[config.mk]
export PLATFORM = sky130hd
export DESIGN_NAME = gray_decoder
export DESIGN_NICKNAME = d
export VERILOG_FILES = /design/src/rtl/gray_pkg.sv /design/src/rtl/gray2bin_comb.sv /design/src/rtl/gray_decoder.sv
export SDC_FILE = /design/constraint.sdc
export NUM_CORES = 1
export LEC_CHECK = 0
export CORE_UTILIZATION = 45
export DETAILED_ROUTE_END_ITERATION = 10
export PLACE_DENSITY = 0.8
export RECOVER_POWER = 100
export SYNTH_ARGS = -nofsm -noshare
export SYNTH_HDL_FRONTEND = slang
export SYNTH_HIERARCHICAL = 1
export SYNTH_SLANG_ARGS = --single-unit
export TNS_END_PERCENT = 20
[constraint.sdc]
create_clock -name clk -period 2.4 [get_ports clk]
set_input_delay 0.48 -clock clk [delete_from_list [all_inputs] [get_ports clk]]
set_output_delay 0.48 -clock clk [all_outputs]
set_load 0.02 [all_outputs]
[src/rtl/gray_pkg.sv]
// Shared Gray-code types and helpers for the Gray counter and gray_decoder.
package gray_pkg;

    localparam int GRAY_MAX_W = 32;

    typedef enum logic [1:0] {
        DIR_HOLD = 2'b00,
        DIR_UP   = 2'b01,
        DIR_DOWN = 2'b10
    } dir_e;

    typedef enum logic {
        LOCK_IDLE   = 1'b0,
        LOCK_LOCKED = 1'b1
    } lock_e;

    // Both helpers work on zero-extended operands, so any width up to
    // GRAY_MAX_W is handled by casting in and truncating the result.
    function automatic logic [GRAY_MAX_W-1:0] gray2bin(input logic [GRAY_MAX_W-1:0] g);
        logic [GRAY_MAX_W-1:0] b;
        for (int i = 0; i < GRAY_MAX_W; i++) begin
            b[i] = ^(g >> i);
        end
        return b;
    endfunction

    function automatic logic [GRAY_MAX_W-1:0] bin2gray(input logic [GRAY_MAX_W-1:0] b);
        return b ^ (b >> 1);
    endfunction

endpackage

[src/rtl/gray2bin_comb.sv]
// Combinational WIDTH-bit Gray to binary decode.
module gray2bin_comb
    import gray_pkg::*;
#(
    parameter int WIDTH = 4
) (
    input  logic [WIDTH-1:0] gray_i,
    output logic [WIDTH-1:0] bin_o
);

    logic [GRAY_MAX_W-1:0] bin_full;

    assign bin_full = gray2bin(GRAY_MAX_W'(gray_i));
    assign bin_o    = bin_full[WIDTH-1:0];

endmodule

[src/rtl/gray_decoder.sv]
// Registered Gray-stream decoder with step classification and wrap detect.
// Optional saturating step-error counter: define GRAY_DEC_ERR_CNT_EN.
//
// state       | meaning
// LOCK_IDLE   | no previous sample; next accepted sample is not checked
// LOCK_LOCKED | bin_q holds the previous sample; steps are classified
module gray_decoder
    import gray_pkg::*;
#(
    parameter int WIDTH     = 4,
    parameter int ERR_CNT_W = 8
) (
    input  logic             clk,
    input  logic             rst_n,
    input  logic [WIDTH-1:0] gray_in,
    input  logic             gray_valid,
    input  logic             sync_clr,
    output logic [WIDTH-1:0] bin_out,
    output logic             bin_valid,
    output logic [1:0]       dir,
    output logic             step_err,
    output logic             wrap
`ifdef GRAY_DEC_ERR_CNT_EN
    ,
    output logic [ERR_CNT_W-1:0] err_cnt
`endif
);

    logic [WIDTH-1:0] bin_dec;
    logic [WIDTH-1:0] diff;

    // bin_q doubles as prev_bin: both load on exactly the same accepted samples.
    logic [WIDTH-1:0] bin_q,       bin_d;
    logic             bin_valid_q, bin_valid_d;
    dir_e             dir_q,       dir_d;
    logic             step_err_q,  step_err_d;
    logic             wrap_q,      wrap_d;
    lock_e            state_q,     state_d;

    gray2bin_comb #(.WIDTH(WIDTH)) u_dec (
        .gray_i (gray_in),
        .bin_o  (bin_dec)
    );

    assign diff = bin_dec - bin_q;

    always_ff @(posedge clk or negedge rst_n) begin
        if (!rst_n) begin
            state_q     <= LOCK_IDLE;
            bin_q       <= '0;
            bin_valid_q <= 1'b0;
            dir_q       <= DIR_HOLD;
            step_err_q  <= 1'b0;
            wrap_q      <= 1'b0;
        end else begin
            state_q     <= state_d;
            bin_q       <= bin_d;
            bin_valid_q <= bin_valid_d;
            dir_q       <= dir_d;
            step_err_q  <= step_err_d;
            wrap_q      <= wrap_d;
        end
    end

    always_comb begin
        state_d     = state_q;
        bin_d       = bin_q;
        bin_valid_d = 1'b0;
        dir_d       = dir_q;
        step_err_d  = 1'b0;
        wrap_d      = 1'b0;
        if (gray_valid) begin
            bin_d       = bin_dec;
            bin_valid_d = 1'b1;
            dir_d       = DIR_HOLD;
            state_d     = LOCK_LOCKED;
            // A sync_clr alongside the sample makes it a first sample.
            if (state_q == LOCK_LOCKED && !sync_clr) begin
                if (diff == '0) begin
                    dir_d = DIR_HOLD;
                end else if (diff == WIDTH'(1)) begin
                    dir_d  = DIR_UP;
                    wrap_d = (bin_q == '1);
                end else if (diff == '1) begin
                    dir_d  = DIR_DOWN;
                    wrap_d = (bin_q == '0);
                end else begin
                    step_err_d = 1'b1;
                end
            end
        end else if (sync_clr) begin
            state_d = LOCK_IDLE;
        end
    end

    assign bin_out   = bin_q;
    assign bin_valid = bin_valid_q;
    assign dir       = dir_q;
    assign step_err  = step_err_q;
    assign wrap      = wrap_q;

`ifdef GRAY_DEC_ERR_CNT_EN
    logic [ERR_CNT_W-1:0] err_cnt_q;

    always_ff @(posedge clk or negedge rst_n) begin
        if (!rst_n) begin
            err_cnt_q <= '0;
        end else if (sync_clr) begin
            err_cnt_q <= '0;
        end else if (step_err_d && err_cnt_q != '1) begin
            err_cnt_q <= err_cnt_q + 1'b1;
        end
    end

    assign err_cnt = err_cnt_q;
`else
    logic [ERR_CNT_W-1:0] unused_err_cnt_w;
    assign unused_err_cnt_w = '0;
`endif

endmodule

# [Word level (Yosys, flattened, before mapping)]
# Index checks and enable logic that the tools add are counted.
[classes] add_sub_neg=1 n_eq_ne=3 n_mux=17 reduce_logical=9
[op_table] operator="parity 32 bit" n=4
[op_table] operator="2-to-1 mux 1 bit" n=13
[op_table] operator="== test 4 bit (second input constant)" n=2
[op_table] operator="logical NOT 4 bit" n=2
[op_table] operator="2-to-1 mux 2 bit" n=4
[op_table] operator="== test 4 x 1 -> 1 bit (second input constant)" n=1
[op_table] operator="subtractor 4 bit" n=1
[op_table] operator="nonzero test 2 bit" n=1
[op_table] operator="logical AND 1 bit" n=1
[op_table] operator="logical NOT 1 bit" n=1
[totals] regBits=10 in_bits=8 word_cells=36

# [Longest topological paths before layout]
[depth] ltp_word=8 ltp_mapped=10

# [Modules after synthesis]
# The synthesis kept the hierarchy.
[modules_own_cells] module="gray_decoder" instances=1 cells_each=50 area_per_inst_um2=549.3 seq_area_each_um2=250.2
[modules_own_cells] module="gray2bin_comb" instances=1 cells_each=5 area_per_inst_um2=50.0 seq_area_each_um2=0.0

# [Worst setup path after synthesis]
# No wires, ideal clock.
[synth_path] path_type="input -> register" startpoint="in gray_in[2]" endpoint="reg step_err_q, in the netlist step_err" arrival_ns=2.150 t_required_ns=2.281 setup_slack_ns=0.131 stages=10 path_cell_list="xor2_2 xnor2_1 inv_1 ha_1 inv_1 fa_1 xnor2_1 or2b_1 o31a_1 o21a_1"
[synth_via] elab_chain_cells=8 elab_cells_between_ends=12 cone_classes="1 x add/sub; 2 x eq/ne; 5 x mux; 4 x reduce/logical"
[synth_lines] element="start: declaration" line_no="gray_decoder.sv:15" rtl="input logic [WIDTH-1:0] gray_in,"
[synth_lines] element="parity 32 bit *" line_no="gray_pkg.sv:22" rtl="b[i] = ^(g >> i);"
[synth_lines] element="net bin_dec[0]" line_no="gray_decoder.sv:29" rtl="logic [WIDTH-1:0] bin_dec;"
[synth_lines] element="subtractor 4 bit *" line_no="gray_decoder.sv:45" rtl="assign diff = bin_dec - bin_q;"
[synth_lines] element="== test 4 bit" line_no="gray_decoder.sv:84" rtl="end else if (diff == '1) begin"
[synth_lines] element="2-to-1 mux 1 bit" line_no="gray_decoder.sv:84"
[synth_lines] element="2-to-1 mux 1 bit" line_no="gray_decoder.sv:81" rtl="end else if (diff == WIDTH'(1)) begin"
[synth_lines] element="2-to-1 mux 1 bit *" line_no="gray_decoder.sv:79" rtl="if (diff == '0) begin"
[synth_lines] element="2-to-1 mux 1 bit *" line_no="gray_decoder.sv:78" rtl="if (state_q == LOCK_LOCKED && !sync_clr) begin"
[synth_lines] element="2-to-1 mux 1 bit *" line_no="gray_decoder.sv:72" rtl="if (gray_valid) begin"
[synth_lines] element="net step_err_d" line_no="gray_decoder.sv:36" rtl="logic step_err_q, step_err_d;"
[synth_lines] element="end signal: assignment" line_no="gray_decoder.sv:60" rtl="step_err_q <= step_err_d;"
[synth_lines] element="end: declaration" line_no="gray_decoder.sv:36"
# Mark *: on every way through the listed nets, which the timed path passes. The rest lies on a longest branch.
# A chain may end at the register's enable or synchronous reset.

# [Worst setup path after layout]
[layout_path] startpoint="in gray_in[1]" endpoint="reg step_err_q, in the netlist step_err"
# The elaborated chain is that of the path after synthesis.

==> PnR_summary.wiki <==
{| class="wikitable"
! Metric !! Value
|-
| Count of unresolved DRC violations after routing || 0
|-
| Critical setup path kind || input pin to register
|-
| Crit path capture || step_err
|-
| Filler cells || 87
|-
| Result of the run || finished, final reports clean
|-
| Static Leak || 0.415 nW
|-
| First-pass iteration count of the detailed router || 4
|-
| Number of routed nets with antenna violations || 0
|-
| Class of the worst hold path || register to register
|-
| Ratio of routed vias to standard cells || 5.19
|-
| Post-layout worst setup margin || 0.0613 ns
|-
| H-Tree Depth || 1
|-
| Global-route wire length before repair || 1940 um
|-
| Vertical die dimension || 38.5 um
|-
| Global-route total usage across every layer || 21.1%
|-
| # rows || 12
|-
| Warnings, synthesis || 6
|-
| Slowest library cell on the worst path || sky130_fd_sc_hd__fa_2
|-
| Drt total wl || 1320 um
|-
| Number of buffers inserted during clock tree synthesis || 3
|-
| Core area || 1170 um2
|-
| Unrepaired setup endpoints after global routing || no
|-
| Maximum count of clock buffers along a single path || 2
|-
| Aggregate global routing overflow || 0
|-
| Flop and latch count out of synthesis || 10
|-
| Wire length per cell || 13.8 um
|-
| Start point of the critical path || gray_in[1]
|-
| Count of buffers inserted at the top-level ports || 16
|-
| Total placed instance area || 825 um2
|-
| Fin crit period || 2.34 ns
|-
| Post-synthesis cell count || 55
|-
| Number of global-route vias before repair || 477
|-
| Die span in x || 38.5 um
|-
| Number of hold-slack violations in the final timing report || 0
|-
| # setup viols final || 0
|-
| Worst setup EP type || register
|-
| P per Cell Area || 693 nW/um2
|-
| I/O pins || 17
|-
| Minimum hold slack || 0.507 ns
|-
| Routed vias || 493
|-
| Data arrival time of the worst path || 2.49 ns
|-
| Initial antenna violation count || 0
|-
| Drt initial violations || 4
|-
| Delay of the slowest critical-path stage || 0.42 ns
|-
| Half-perimeter wire length after detailed placement || 956 um
|-
| Later-pin clock latency in the skew report || 0.27 ns
|-
| WP data required || 2.55 ns
|-
| Post-layout instance area || 893 um2
|-
| Max-slew headroom at the worst pin || 71.1%
|-
| Antenna diodes || 0
|-
| Syn Nets || 67
|-
| Setup slack of the most critical reg-to-reg path || 0.43 ns
|-
| Number of unique standard cell types used by synthesis || 28
|-
| Number of violations of the max-capacitance limit || 0
|-
| Root Buffer Master || sky130_fd_sc_hd__clkbuf_4
|-
| Worst reg-to-reg path cell count || 7
|-
| Routability congestion estimate || 0.730
|-
| Power, Total || 0.619 mW
|-
| CTS Hold Buffers Added || 0
|-
| Total clock sinks || 10
|-
| Critical Path Most Common Cell || sky130_fd_sc_hd__inv_1
|-
| Crit start category || input pin
|-
| Minimum setup slack after placement || -0.499 ns
|-
| Average instance area after synthesis || 10.9 um2
|-
| Area growth syn-to-layout || 49.1%
|-
| Post-CTS setup-driven buffer insertion count || 0
|-
| Aggregate negative setup slack || 0 ns
|-
| Fmax || 428 MHz
|-
| Worst path cell trace || dlygate4sd2_1 > xnor2_2 > xnor2_1 > inv_1 > ha_2 > inv_1 > fa_2 > or2b_1 > o31a_1 > o21a_1
|-
| Slew at the pin closest to its max-slew limit || 0.432 ns
|-
| Largest fanout on the critical path || 3
|-
| FF-to-FF End || step_err
|-
| Die area || 1480 um2
|-
| Worst Clk Skew || 0.000128 ns
|-
| Sequential cell area fraction in the yosys report || 41.8%
|-
| TritonCTS clock tree || built
|-
| CTS clock-pin slew for the worst setup and hold paths || 0.06 ns
|-
| Layout cells sized above 1 || 32.1%
|-
| Synth Cell Area || 599 um2
|-
| Ratio of final minimum period to clock period || 97.4%
|-
| Pins over their slew limit || 0
|-
| Pin count of the biggest net entering global routing || 11
|-
| Critical R2R Launch || bin_out[0]
|-
| Total Nets Final || 94
|-
| Highest ir drop seen on vdd || 0.000415 V
|-
| Initial cell density of the core || 51.2%
|}
-- flip-flops by register name, summed over array words and instances (netlist names) --
register   flops
bin_out        4
bin_valid      1
dir            2
state_q        1
step_err       1
wrap           1
-- metrics by stage --
step | utilization (%) | std cells
finish | 76.3 | 95
global route | 76.3 | 95
CTS | 74.5 | 95
detailed placement | 70.4 | 91
global placement | 70.4 | 91
floorplan | - | 55
-- logic make-up (layout without fill, tap and decap cells) --
family / after synthesis / count (layout) / synth area share, %
simple gates: 13 / 13 / 14.8
buf+inv: 10 / 36 / 7.10
mux: 3 / 3 / 5.64
compound gates: 9 / 9 / 11.1
flops: 10 / 10 / 41.8
xor+xnor: 6 / 6 / 10.0
fa+ha+maj: 4 / 4 / 9.60
-- power by group --
group	internal (mW)	total (mW)	switching [mW]	leakage (nW)
clock	0.0922	0.150	0.0577	0.0210
sequential	0.186	0.202	0.0156	0.125
combinational	0.135	0.268	0.133	0.269
total	0.413	0.619	0.206	0.415
-- repair_timing --
action | CTS | global route
endpoints found under the setup margin | 4 | 3
resized for setup | 10 | 4
pin swaps | 6 | 2
-- worst max-delay path: cells and delay by family --
family | cells | cell delay (ns)
compound gates | 2 | 0.41
xor+xnor | 2 | 0.32
fa+ha+maj | 2 | 0.59
buf+inv | 3 | 0.41
simple gates | 1 | 0.27
-- worst min-delay path by stage --
stage          startpoint    endpoint  slack [ns]  depth (start not counted)
2_1_floorplan       rst_n  bin_out[0]        0.18                          0
3_3_place_gp       dir[0]      dir[0]        0.49                          1
3_5_place_dp       dir[0]      dir[0]        0.51                          1
4_1_cts             rst_n      dir[1]        0.52                          1
5_1_grt            dir[0]      dir[0]        0.53                          1
6_report           dir[0]      dir[0]        0.51                          1
-- synth_stat cells --
master                     count  area, um2
sky130_fd_sc_hd__a21oi_1       2       10.0
sky130_fd_sc_hd__xor2_2        1       16.3
sky130_fd_sc_hd__or3b_4        1       11.3
sky130_fd_sc_hd__mux2_2        2       22.5
sky130_fd_sc_hd__or2b_1        1       7.51
sky130_fd_sc_hd__dfrtp_1      10        250
sky130_fd_sc_hd__buf_2         1       5.00
sky130_fd_sc_hd__o31a_1        1       8.76
sky130_fd_sc_hd__nor3_1        1       5.00
sky130_fd_sc_hd__o21ai_0       3       15.0
sky130_fd_sc_hd__nand2_1       2       7.51
sky130_fd_sc_hd__fa_1          1       20.0
sky130_fd_sc_hd__nand4_1       1       6.26
sky130_fd_sc_hd__xor2_1        1       8.76
sky130_fd_sc_hd__xnor2_1       4       35.0
sky130_fd_sc_hd__nor4_1        1       6.26
sky130_fd_sc_hd__and3_1        1       6.26
sky130_fd_sc_hd__o21a_1        1       7.51
sky130_fd_sc_hd__nor2_2        1       6.26
sky130_fd_sc_hd__nor3_2        1       10.0
sky130_fd_sc_hd__mux2_1        1       11.3
sky130_fd_sc_hd__buf_4         1       7.51
sky130_fd_sc_hd__or4_1         1       7.51
sky130_fd_sc_hd__inv_1         8       30.0
sky130_fd_sc_hd__a22o_1        1       8.76
sky130_fd_sc_hd__ha_1          3       37.5
sky130_fd_sc_hd__nand3b_1      2       15.0
sky130_fd_sc_hd__o32ai_2       1       16.3
-- layout make-up --
type / instances / area [um2] / share of cell area [%]
clock buffer: 4 / 36.3 / 4.06
inverter: 8 / 30.0 / 3.36
multi-input combinational: 35 / 344 / 38.5
sequential: 10 / 250 / 28.0
tap: 14 / 17.5 / 1.96
timing repair buffer: 24 / 215 / 24.1
-- cells in the final DEF, fill, tap and decap left out, types with 2 or more instances in the layout --
cell type / count
sky130_fd_sc_hd__inv_1: 8
sky130_fd_sc_hd__mux2_2: 2
sky130_fd_sc_hd__buf_4: 7
sky130_fd_sc_hd__clkbuf_4: 3
sky130_fd_sc_hd__xnor2_1: 2
sky130_fd_sc_hd__dlygate4sd3_1: 11
sky130_fd_sc_hd__a21oi_1: 2
sky130_fd_sc_hd__nand3b_1: 2
sky130_fd_sc_hd__dlygate4sd2_1: 2
sky130_fd_sc_hd__xor2_2: 2
sky130_fd_sc_hd__o21ai_0: 3
sky130_fd_sc_hd__xnor2_2: 2
sky130_fd_sc_hd__ha_1: 2
sky130_fd_sc_hd__nand2_1: 2
sky130_fd_sc_hd__dfrtp_1: 10
-- per-layer routing --
layer  up-vias  GRT usage, %  routed length [um]
li1        235             -                   -
met1       236          19.5                 464
met4         0          10.3                  18
met3         4          10.5                  69
met5         -             0                   0
met2        18          37.5                 762
Power figures use the tool's default switching activity.
